File: src/rtl/alu_exec_unit.sv
// ---------------------------------------------------------------------------
// alu_exec_unit
//   Execute-stage ALU driven by the 4-bit alu_ctrl code {funct7[5], funct3}.
//   Non-shift operations (and shifts by zero) produce a registered result one
//   cycle after accept. Shifts by a non-zero amount run on an iterative
//   1-bit-per-cycle shifter, so no barrel shifter is built.
//
// Ports
//   clk        in   1    clock, rising edge
//   reset      in   1    synchronous, active-high reset
//   in_valid   in   1    request valid
//   in_ready   out  1    unit can accept a request (IDLE and not in reset)
//   alu_ctrl   in   4    {funct7[5], funct3}
//   op_a       in   RDW  operand A (rs1)
//   op_b       in   RDW  operand B (rs2/imm); shift amount is op_b[SHW-1:0]
//   out_valid  out  1    result/zero valid (DONE state)
//   out_ready  in   1    consumer accepts result
//   result     out  RDW  registered result
//   zero       out  1    result == 0
// ---------------------------------------------------------------------------
module alu_exec_unit #(
  parameter int REG_DATA_WIDTH = 32
) (
  input  logic                      clk,
  input  logic                      reset,
  input  logic                      in_valid,
  output logic                      in_ready,
  input  logic [3:0]                alu_ctrl,
  input  logic [REG_DATA_WIDTH-1:0] op_a,
  input  logic [REG_DATA_WIDTH-1:0] op_b,
  output logic                      out_valid,
  input  logic                      out_ready,
  output logic [REG_DATA_WIDTH-1:0] result,
  output logic                      zero
);

  localparam int RDW = REG_DATA_WIDTH;
  localparam int SHW = $clog2(RDW);
  localparam logic [SHW-1:0] CNT_ONE = SHW'(1);

  typedef enum logic [1:0] {
    S_IDLE  = 2'd0,
    S_SHIFT = 2'd1,
    S_DONE  = 2'd2
  } state_t;

  state_t           state_q, state_d;
  // result_q doubles as the shift accumulator while in SHIFT.
  logic [RDW-1:0]   result_q, result_d;
  logic [SHW-1:0]   cnt_q, cnt_d;
  logic             dir_right_q, dir_right_d;
  logic             arith_q, arith_d;

  logic             accept;
  logic [2:0]       funct3;
  logic             f7;
  logic [SHW-1:0]   shamt;
  logic             is_shift;
  logic             shift_start;
  logic [RDW-1:0]   alu_out;
  logic [RDW-1:0]   shift_step;

  // ---------------- decode ----------------
  assign funct3      = alu_ctrl[2:0];
  assign f7          = alu_ctrl[3];
  assign shamt       = op_b[SHW-1:0];
  assign is_shift    = (funct3 == 3'b001) || (funct3 == 3'b101);
  assign accept      = in_valid & in_ready;
  // Shift by zero takes the single-cycle path and returns op_a unchanged.
  assign shift_start = accept & is_shift & (shamt != '0);

  // ---------------- single-cycle ALU ----------------
  always_comb begin
    alu_out = '0;
    case (funct3)
      3'b000:  alu_out = f7 ? (op_a - op_b) : (op_a + op_b);
      3'b001,
      3'b101:  alu_out = op_a;
      3'b010:  alu_out = {{(RDW-1){1'b0}}, ($signed(op_a) < $signed(op_b))};
      3'b011:  alu_out = {{(RDW-1){1'b0}}, (op_a < op_b)};
      3'b100:  alu_out = op_a ^ op_b;
      3'b110:  alu_out = op_a | op_b;
      3'b111:  alu_out = op_a & op_b;
      default: alu_out = '0;
    endcase
  end

  // One bit of shift per cycle; SRA replicates the current sign bit.
  assign shift_step = dir_right_q
                    ? {(arith_q & result_q[RDW-1]), result_q[RDW-1:1]}
                    : {result_q[RDW-2:0], 1'b0};

  // ---------------- FSM: state register ----------------
  always_ff @(posedge clk) begin
    if (reset) begin
      state_q <= S_IDLE;
    end else begin
      state_q <= state_d;
    end
  end

  // ---------------- FSM: next state ----------------
  always_comb begin
    state_d = state_q;
    case (state_q)
      S_IDLE:  if (accept) state_d = shift_start ? S_SHIFT : S_DONE;
      S_SHIFT: if (cnt_q == CNT_ONE) state_d = S_DONE;
      S_DONE:  if (out_ready) state_d = S_IDLE;
      default: state_d = S_IDLE;
    endcase
  end

  // ---------------- FSM: outputs ----------------
  always_comb begin
    in_ready  = (state_q == S_IDLE) & ~reset;
    out_valid = (state_q == S_DONE);
  end

  // ---------------- datapath ----------------
  always_comb begin
    result_d    = result_q;
    cnt_d       = cnt_q;
    dir_right_d = dir_right_q;
    arith_d     = arith_q;
    if (accept) begin
      if (shift_start) begin
        result_d    = op_a;
        cnt_d       = shamt;
        dir_right_d = funct3[2];
        arith_d     = f7;
      end else begin
        result_d = alu_out;
        cnt_d    = '0;
      end
    end else if (state_q == S_SHIFT) begin
      result_d = shift_step;
      cnt_d    = cnt_q - CNT_ONE;
    end
  end

  always_ff @(posedge clk) begin
    if (reset) begin
      result_q    <= '0;
      cnt_q       <= '0;
      dir_right_q <= 1'b0;
      arith_q     <= 1'b0;
    end else begin
      result_q    <= result_d;
      cnt_q       <= cnt_d;
      dir_right_q <= dir_right_d;
      arith_q     <= arith_d;
    end
  end

  assign result = result_q;
  assign zero   = (result_q == '0);

endmodule

File: config.mk
export PLATFORM = sky130hd
export DESIGN_NAME = alu_exec_unit
export DESIGN_NICKNAME = d
export VERILOG_FILES = /design/src/rtl/alu_exec_unit.sv
export SDC_FILE = /design/constraint.sdc
export NUM_CORES = 1
export LEC_CHECK = 0
export CELL_PAD_IN_SITES_DETAIL_PLACEMENT = 0
export CELL_PAD_IN_SITES_GLOBAL_PLACEMENT = 1
export CORE_AREA = 3 3 146 134
export CTS_CLUSTER_SIZE = 8
export DETAILED_ROUTE_END_ITERATION = 16
export DIE_AREA = 0 0 149 137
export GPL_ROUTABILITY_DRIVEN = 0
export GPL_TIMING_DRIVEN = 0
export HOLD_SLACK_MARGIN = 0.15
export PLACE_DENSITY = 0.82
export SYNTH_ARGS = -nofsm -noshare
export SYNTH_HDL_FRONTEND = slang
export SYNTH_SLANG_ARGS = --single-unit
File: constraint.sdc
create_clock -name clk -period 3.55 [get_ports clk]
set_clock_uncertainty 0.15 [all_clocks]
set_input_delay 0.71 -clock clk [delete_from_list [all_inputs] [get_ports clk]]
set_output_delay 0.71 -clock clk [all_outputs]
set_load 0.02 [all_outputs]
After elaboration in Yosys (flattened, before gate mapping):

Cells that the tools add are included.
W data, S select, Z words.

* register bits: 41
* latch bits: 0
* memory bits (writable): 0
* bits in read-only memories: 0
* input bits: 72
* output and inout bits: 35
* memories kept: 0

* add/subtract/negate cells: 3
* multiply operators: 0
* divide/modulo/power cells: 0
* $lt $le $gt $ge: 2
* equality and inequality tests: 13
* shift-type cells: 0
* multiplexer cells: 14
* bitwise operators: 9
* reduce and logical (&&, ||, !) cells: 9

Operator list (count)
* $pmux W32 S7: 1
* $mux W32: 5
* $lt A32 B32 Y1: 2
* $add A32 B32 Y32: 1
* $and A32 B32 Y32: 1
* $logic_not A32 Y1: 1
* $or A32 B32 Y32: 1
* $sub A32 B32 Y32: 1
* $xor A32 B32 Y32: 1
* $mux W5: 3
* $eq A3 B3 Y1 const B: 4
* $mux W2: 4
* $eq A3 B2 Y1 const B: 2
* $pmux W2 S3: 1
* $and A1 B1 Y1: 5
* $eq A5 B1 Y1 const B: 1
* $reduce_bool A5 Y1: 1
* $sub A5 B1 Y5 const B: 1
* $ne A2 B2 Y1 const B: 2
* $eq A3 B1 Y1 const B: 1
* $logic_not A3 Y1: 1
* $reduce_and A3 Y1: 1
* $eq A2 B1 Y1 const B: 1
* $eq A2 B2 Y1 const B: 1
* other kinds (7): 7

Longest topological paths before layout:

Gate-level depths: netlist (run 1).

* depth in word-level cells: 8
* mapped depth: 12

Least setup slack after synthesis (run 1):

OpenSTA, ideal clock, no wires.

* kind: input to register
* start: in op_a[0]
* end: reg result_q[16] (netlist: result[16])
* arrival time: 2.925 ns
* required time: 3.313 ns
* setup slack: 0.388 ns
* cell stages on the path: 12
* path through: ha_1 -> inv_1 -> fa_1 -> nand2b_1 -> a211oi_2 -> nor4_1 -> or2_4 -> o311ai_1 -> a21boi_2 -> xor2_1 -> nand2_1 -> a221oi_2

* word-level cells in the longest chain between the ends: 5

RTL lines
* start: declaration: RTL line 29 `input logic [REG_DATA_WIDTH-1:0] op_a,`
* $add A32 B32 Y32 or $sub A32 B32 Y32 (tied branches): RTL line 76 `3'b000: alu_out = f7 ? (op_a - op_b) : (op_a + op_b);`
* $mux W32 (*): RTL line 76
* $pmux W32 S7 (*): RTL line 75 `case (funct3)`
* $mux W32 (*): RTL line 126 `if (shift_start) begin`
* $mux W32 (*): RTL line 125 `if (accept) begin`
* end signal: assignment: RTL line 148 `result_q <= result_d;`
* end: declaration: RTL line 49 `logic [RDW-1:0] result_q, result_d;`

Mark *: on every way between the ends. The rest lies on a longest branch, timed or not.
A chain may end at the register's enable or synchronous reset.

Final worst setup path (run 1):

* start: in alu_ctrl[0]
* end: reg result_q[7] (netlist: result[7])

* word-level cells in the longest chain between the ends: 6

RTL lines
* start: declaration: RTL line 28 `input logic [3:0] alu_ctrl,`
* parallel branches: the longest is 4 deep, another holds $pmux W32 S7
* $mux W32 (*): RTL line 126
* $mux W32 (*): RTL line 125

Mark *: on every way between the ends.

==> results of run 1 <==
==> cell type report <==
type                       count  area [µm²]  area share
tap                          245         307      0.0317
buffer                        69         340      0.0352
clock buffer                   5         125      0.0129
sequential                    41         821      0.0848
inverter                     101         383      0.0396
timing repair buffer         123        1200       0.124
clock inverter                 2        35.0     0.00362
multi-input combinational    841        6460       0.668
==> per-stage QoR <==
stage | hold slack [ns] | utilization | power [mW] | cells | TNS [ns]
6_report | 0.316 | 0.531 | 2.46 | 1427 | 0
5_1_grt | 0.350 | 0.531 | 2.58 | 1427 | -0.178
4_1_cts | 0.315 | 0.502 | 2.31 | 1416 | -0.0206
3_5_place_dp | 0.308 | 0.481 | 1.76 | 1411 | -15.03
3_3_place_gp | 0.302 | 0.481 | 1.76 | 1410 | -15.73
2_1_floorplan | 0.287 | - | 1.30 | 1061 | 0
==> Yosys cell counts, types with 9 or more instances <==
| master | count |
|---|---|
| a211oi_1 | 24 |
| a21o_1 | 9 |
| a21oi_1 | 109 |
| a221oi_1 | 15 |
| a22oi_1 | 17 |
| a31oi_1 | 18 |
| clkbuf_1 | 59 |
| dfxtp_1 | 41 |
| ha_1 | 98 |
| inv_1 | 97 |
| mux2i_1 | 36 |
| nand2_1 | 78 |
| nand2b_1 | 12 |
| nand3_1 | 25 |
| nor2_1 | 74 |
| nor2b_1 | 9 |
| nor3_1 | 30 |
| nor4_1 | 12 |
| o2111ai_1 | 9 |
| o211ai_1 | 14 |
| o21ai_0 | 81 |
| o21bai_1 | 15 |
| o31ai_1 | 9 |
| xnor2_1 | 21 |
| xor2_1 | 9 |
==> worst max-delay path: stages <==
cell and delay, ns:
clkdlybuf4s50_1 0.53, clkbuf_1 0.35, nand3b_1 0.56, clkbuf_1 0.68, o2111ai_1 0.20, a21oi_1 0.37, a211oi_1 0.09
==> timing repair <==
item / in CTS / in global routing
buffers inserted: 2 / 14
endpoints found under the setup margin: 23 / 31
pin swaps: 7 / 27
gates cloned: 0 / 2
resized for setup: 61 / 118
==> worst max path at each step <==
stage | startpoint | endpoint | slack (ns) | cells past startpoint
final | alu_ctrl[0] | result[7]$_SDFFE_PP0P_ | 0.05 | 7
after global routing | reset | result[25]$_SDFFE_PP0P_ | -0.08 | 8
after CTS | op_a[10] | result[19]$_SDFFE_PP0P_ | -0.01 | 13
after detailed placement | op_b[0] | result[18]$_SDFFE_PP0P_ | -0.78 | 13
after global placement | op_a[0] | result[18]$_SDFFE_PP0P_ | -0.85 | 13
after floorplan | op_a[0] | result[16]$_SDFFE_PP0P_ | 0.39 | 12
==> registers in the layout, indices dropped and copies added (netlist names) <==
| name | flops |
|---|---|
| cnt_q | 5 |
| state_q | 2 |
| dir_right_q | 1 |
| arith_q | 1 |
| result | 32 |
==> logic make-up after synthesis <==
family          Yosys count  synth area share
compound gates          389             0.352
simple gates            284             0.184
buf+inv                 179            0.0954
fa+ha+maj               100             0.171
flops                    41             0.111
mux                      38            0.0516
xor+xnor                 30            0.0354
==> routing by layer <==
layer | wire [µm] | up-vias | track usage
li1 | - | 4088 | -
met1 | 13700 | 4158 | 0.426
met2 | 13100 | 558 | 0.432
met3 | 3840 | 75 | 0.0579
met4 | 820 | 0 | 0.0849
met5 | 0 | - | 0
==> power by group <==
group          internal, mW  switching, mW  leakage, nW
registers             0.497         0.0541        0.337
logic                 0.555          0.840         3.45
clock network         0.326          0.183       0.0797
==> reports/metrics.yaml, run 1 <==
synthesis:
  async_flop_share: 0
  netlist_area_um2: 7410
  syn_avg_cell_area_um2: 6.99
  synth_edf_count: 0
  ys_types: 80
  syn_inst: 1061
  synthTopCellsByArea: "ha_1 17%, dfxtp_1 11%, a21oi_1 7.4%"
  yosysTopAreaCell: "ha_1"
  ys_warn_count: 0
  seq_area_frac_synth: 0.111
  ys_ff_latch: 41
  syn-num-nets: 1233
  synth_top_area_frac: 0.165
  synth_flop_cell: "dfxtp_1"
place:
  io_buffers: 104
  dpl_cell_area_um2: 8770
  dp_slack_ns: -0.776
  dp_hpwl_mm: 24.2
worst_hold_path:
  worstHoldPathType: "reg -> reg"
  min_from: "arith_q$_SDFFE_PP0P_"
  holdPathStages: 2
  min_to: "arith_q$_SDFFE_PP0P_"
sta:
  max_slew_margin: 0.393
  setup_violations: 0
  fin_ws_ns: 0.0514
  grt_setup_unrepaired: "yes"
  fmax_mhz: 286
  tightest_slew_ns: 0.911
  hold_viol: 0
  period_share: 0.986
  slew_viol_final: 0
  fin_crit_ns: 3.50
global_route:
  grt.overflow.total: 0
  grt_pass1_wl_mm: 46.3
  antenna_found_initial: 0
  grt_pass1_vias: 7979
  grt.total_usage: 0.291
  grt_max_degree: 13
critical_path:
  end_kind: "flop"
  r2r_start: "state_q[1]$_SDFFE_PP0P_"
  crit_path_start_kind: "input port"
  reg2regPathDepth: 7
  cp.required_ns: 3.54
  r2r_slack_ns: 0.84
  worst-setup-path-type: "in -> reg"
  critical_path_arrival_ns: 3.49
  r2r-end: "result[24]$_SDFFE_PP0P_"
  crit_fanout: 10
cells_and_area:
  final_cell_area_um2: 9670
  most-common-layout-cells: "94 x a21oi_1, 90 x inv_1, 86 x ha_1"
  fillers: 1788
  area_delta_synth_final_pct: 30.5
  final_nets: 1354
  layout-drive-gt1-share: 0.143
  layout_commonest_cell: "a21oi_1"
  diodes: 0
drt:
  remaining_drc_errors: 0
  drt_iter0_drc: 1075
  dr.pass1.iters: 5
  drt_wl_total_mm: 31.4
  avgRoutedWirePerCell_um: 22.0
  antenna_left: 0
  viasPerCell: 6.22
  vias: 8879
power_and_ir_drop:
  power.density_nw_per_um2: 254
  p_leak_nw: 3.86
  ir_worst_vdd_uv: 177
floorplanning:
  core-area_um2: 18200
  die_w_um: 149
  die_h_um: 137
  rows: 47
  start_util: 0.407
  io_pins: 107
  die_area_um2: 20400
status:
  outcome: "finished clean"
flow_run:
  drv_cap: 0
cts:
  hold_buffers: 0
  clock_latency_ns: 0.29
  clock-root-buffer: "clkbuf_16"
  clk_pin_slew_ns: 0.06
  clock_path_buffers: 2
  tritoncts: "yes"
  htreeDepth: 2
  numCtsBuffers: 5
  clock-sinks: 41
Note: power is estimated with default switching activity, not from simulation.
==> run 2: changes to the inputs <==
- PLACE_DENSITY: 0.82 -> 0.86
==> run 2 against run 1 <==
Register-to-register slack lost 0.07 ns. Cell count grew 0.28%. Clock-buffer cell count grew 2. Sequential power is essentially flat. Non-clock buffer count grew 4. Total power shrank 2.2%. Critical path type unchanged.
==> reports/metrics.yaml, run 2 (synthesis results as in run 1) <==
floorplanning:
  die_area_um2: 20400  # unchanged
  core-area_um2: 18200  # unchanged
  die_h_um: 137  # unchanged
  io_pins: 107  # unchanged
  rows: 47  # unchanged
  die_w_um: 149  # unchanged
  start_util: 0.407  # unchanged
cells_and_area:
  fillers: 1810  # +1.2%
  final_nets: 1358  # +0.30%
  largest_reg_flops: 32  # unchanged
  final_util: 0.528  # -0.00220
  seqCellArea_um2: 821  # unchanged
  multi_input_area_um2: 6400  # -0.91%
  layout-drive-gt1-share: 0.136  # -0.00723
  layout_commonest_cell: "a21oi_1"
  diodes: 0  # unchanged
  most-common-layout-cells: "97 x a21oi_1, 89 x inv_1, 84 x ha_1"
  area_delta_synth_final_pct: 30.0
  final_cells: 1431  # +0.28%
  final_cell_area_um2: 9630  # -0.41%
global_route:
  grt.overflow.total: 0  # unchanged
  antenna_found_initial: 1  # +1
  grt_max_degree: 12  # -1
  grt_pass1_wl_mm: 46.5  # +0.22%
  grt_pass1_vias: 8126  # +1.8%
  grt.total_usage: 0.291  # -0.000537
worst_hold_path:
  worstHoldPathType: "reg -> reg"
cts:
  clock-sinks: 41  # unchanged
  clock_path_buffers: 2  # unchanged
  hold_buffers: 0  # unchanged
  tritoncts: "yes"
  clock-root-buffer: "clkbuf_16"
  htreeDepth: 2  # unchanged
  numCtsBuffers: 5  # unchanged
  clock_latency_ns: 0.29  # about the same
  clk_pin_slew_ns: 0.05  # about the same
critical_path:
  worst-setup-path-type: "in -> reg"
  r2r_slack_ns: 0.77  # -0.07 ns
  crit_path_start_kind: "input port"
  end_kind: "flop"
  cp.required_ns: 3.57  # +0.03 ns
  crit_fanout: 8  # -2
  critical_path_arrival_ns: 3.51  # +0.02 ns
power_and_ir_drop:
  p_total_mw: 2.40  # -2.2%
  power.density_nw_per_um2: 249  # -1.8%
  ir_worst_vdd_uv: 193  # +9.1%
  p_leak_nw: 3.83  # -0.75%
sta:
  tightest_slew_ns: 0.915  # +0.00430 ns
  fin_crit_ns: 3.50  # -0.00300 ns
  fmax_mhz: 286  # about the same
  period_share: 0.985  # about the same
  setup_violations: 0  # unchanged
  fin_hold_ws_ns: 0.312  # -0.00438 ns
  tns_ns: 0  # unchanged
  fin_ws_ns: 0.0544  # +0.00300 ns
  max_slew_margin: 0.385  # -0.00808
  slew_viol_final: 0  # unchanged
  hold_viol: 0  # unchanged
status:
  outcome: "finished clean"
drt:
  remaining_drc_errors: 0  # unchanged
  vias: 8880  # +0.011%
  drt_wl_total_mm: 31.1  # -1.1%
  drt_iter0_drc: 1008  # -6.2%
  dr.pass1.iters: 6  # +1
  viasPerCell: 6.21  # -0.27%
  avgRoutedWirePerCell_um: 21.7  # -1.4%
  antenna_left: 0  # unchanged
place:
  dp_slack_ns: -0.833  # -0.0569 ns
  dpl_cell_area_um2: 8760  # about the same
  dp_hpwl_mm: 23.9  # -0.97%
  io_buffers: 104  # unchanged
  dp.cells: 1410  # -0.071%
flow_run:
  drv_cap: 0  # unchanged
[run 2: final timing paths]
path,end,depth (start not counted),from
worst max register to register,result[7]$_SDFFE_PP0P_,7,state_q[1]$_SDFFE_PP0P_
worst min register to register,arith_q$_SDFFE_PP0P_,2,arith_q$_SDFFE_PP0P_
worst max-delay path,result[28]$_SDFFE_PP0P_,14,op_a[5]
worst min-delay path,arith_q$_SDFFE_PP0P_,2,arith_q$_SDFFE_PP0P_
[run 2: cell type report]
cell class,count,share of cell area
Buffer,69,0.0360
Inverter,101,0.0397
Timing Repair Buffer,127,0.128
Tap cell,245,0.0318
Multi-Input combinational cell,841,0.665
Clock buffer,7,0.0148
Sequential cell,41,0.0852
[run 2: timing repair]
item | 4_1_cts | 5_1_grt
resized for setup | 69 | 109
setup endpoints to repair | 23 | 31
pin swaps | 10 | 32
setup buffers | 3 | 19
[run 2: critical path, cell delays in order]
cell             delay, ns
clkdlybuf4s15_1       0.25
inv_1                 0.07
ha_1                  0.30
buf_6                 0.15
or3_4                 0.40
o21bai_4              0.23
a21oi_2               0.19
o21bai_4              0.10
buf_4                 0.16
a211oi_4              0.32
nor3_1                0.12
a221oi_2              0.22
xnor2_1               0.20
o21ai_1               0.08
[run 2: power by group]
group	total (mW)	internal (mW)	switching, mW	leakage (nW)
logic	1.40	0.561	0.835	3.43
registers	0.552	0.497	0.0548	0.337
clock network	0.453	0.276	0.177	0.0700
[run 2: metal layers]
metal  part of all wire  track usage
met2               0.42        0.433
met1               0.44        0.422
met4              0.026       0.0783
met3               0.12       0.0629
met5            0.00023            0
==> run 3: changes to the inputs <==
- HOLD_SLACK_MARGIN: 0.15 -> not set
==> results of run 3 <==
Final layout, timing and power as in run 2 (identical DEF).
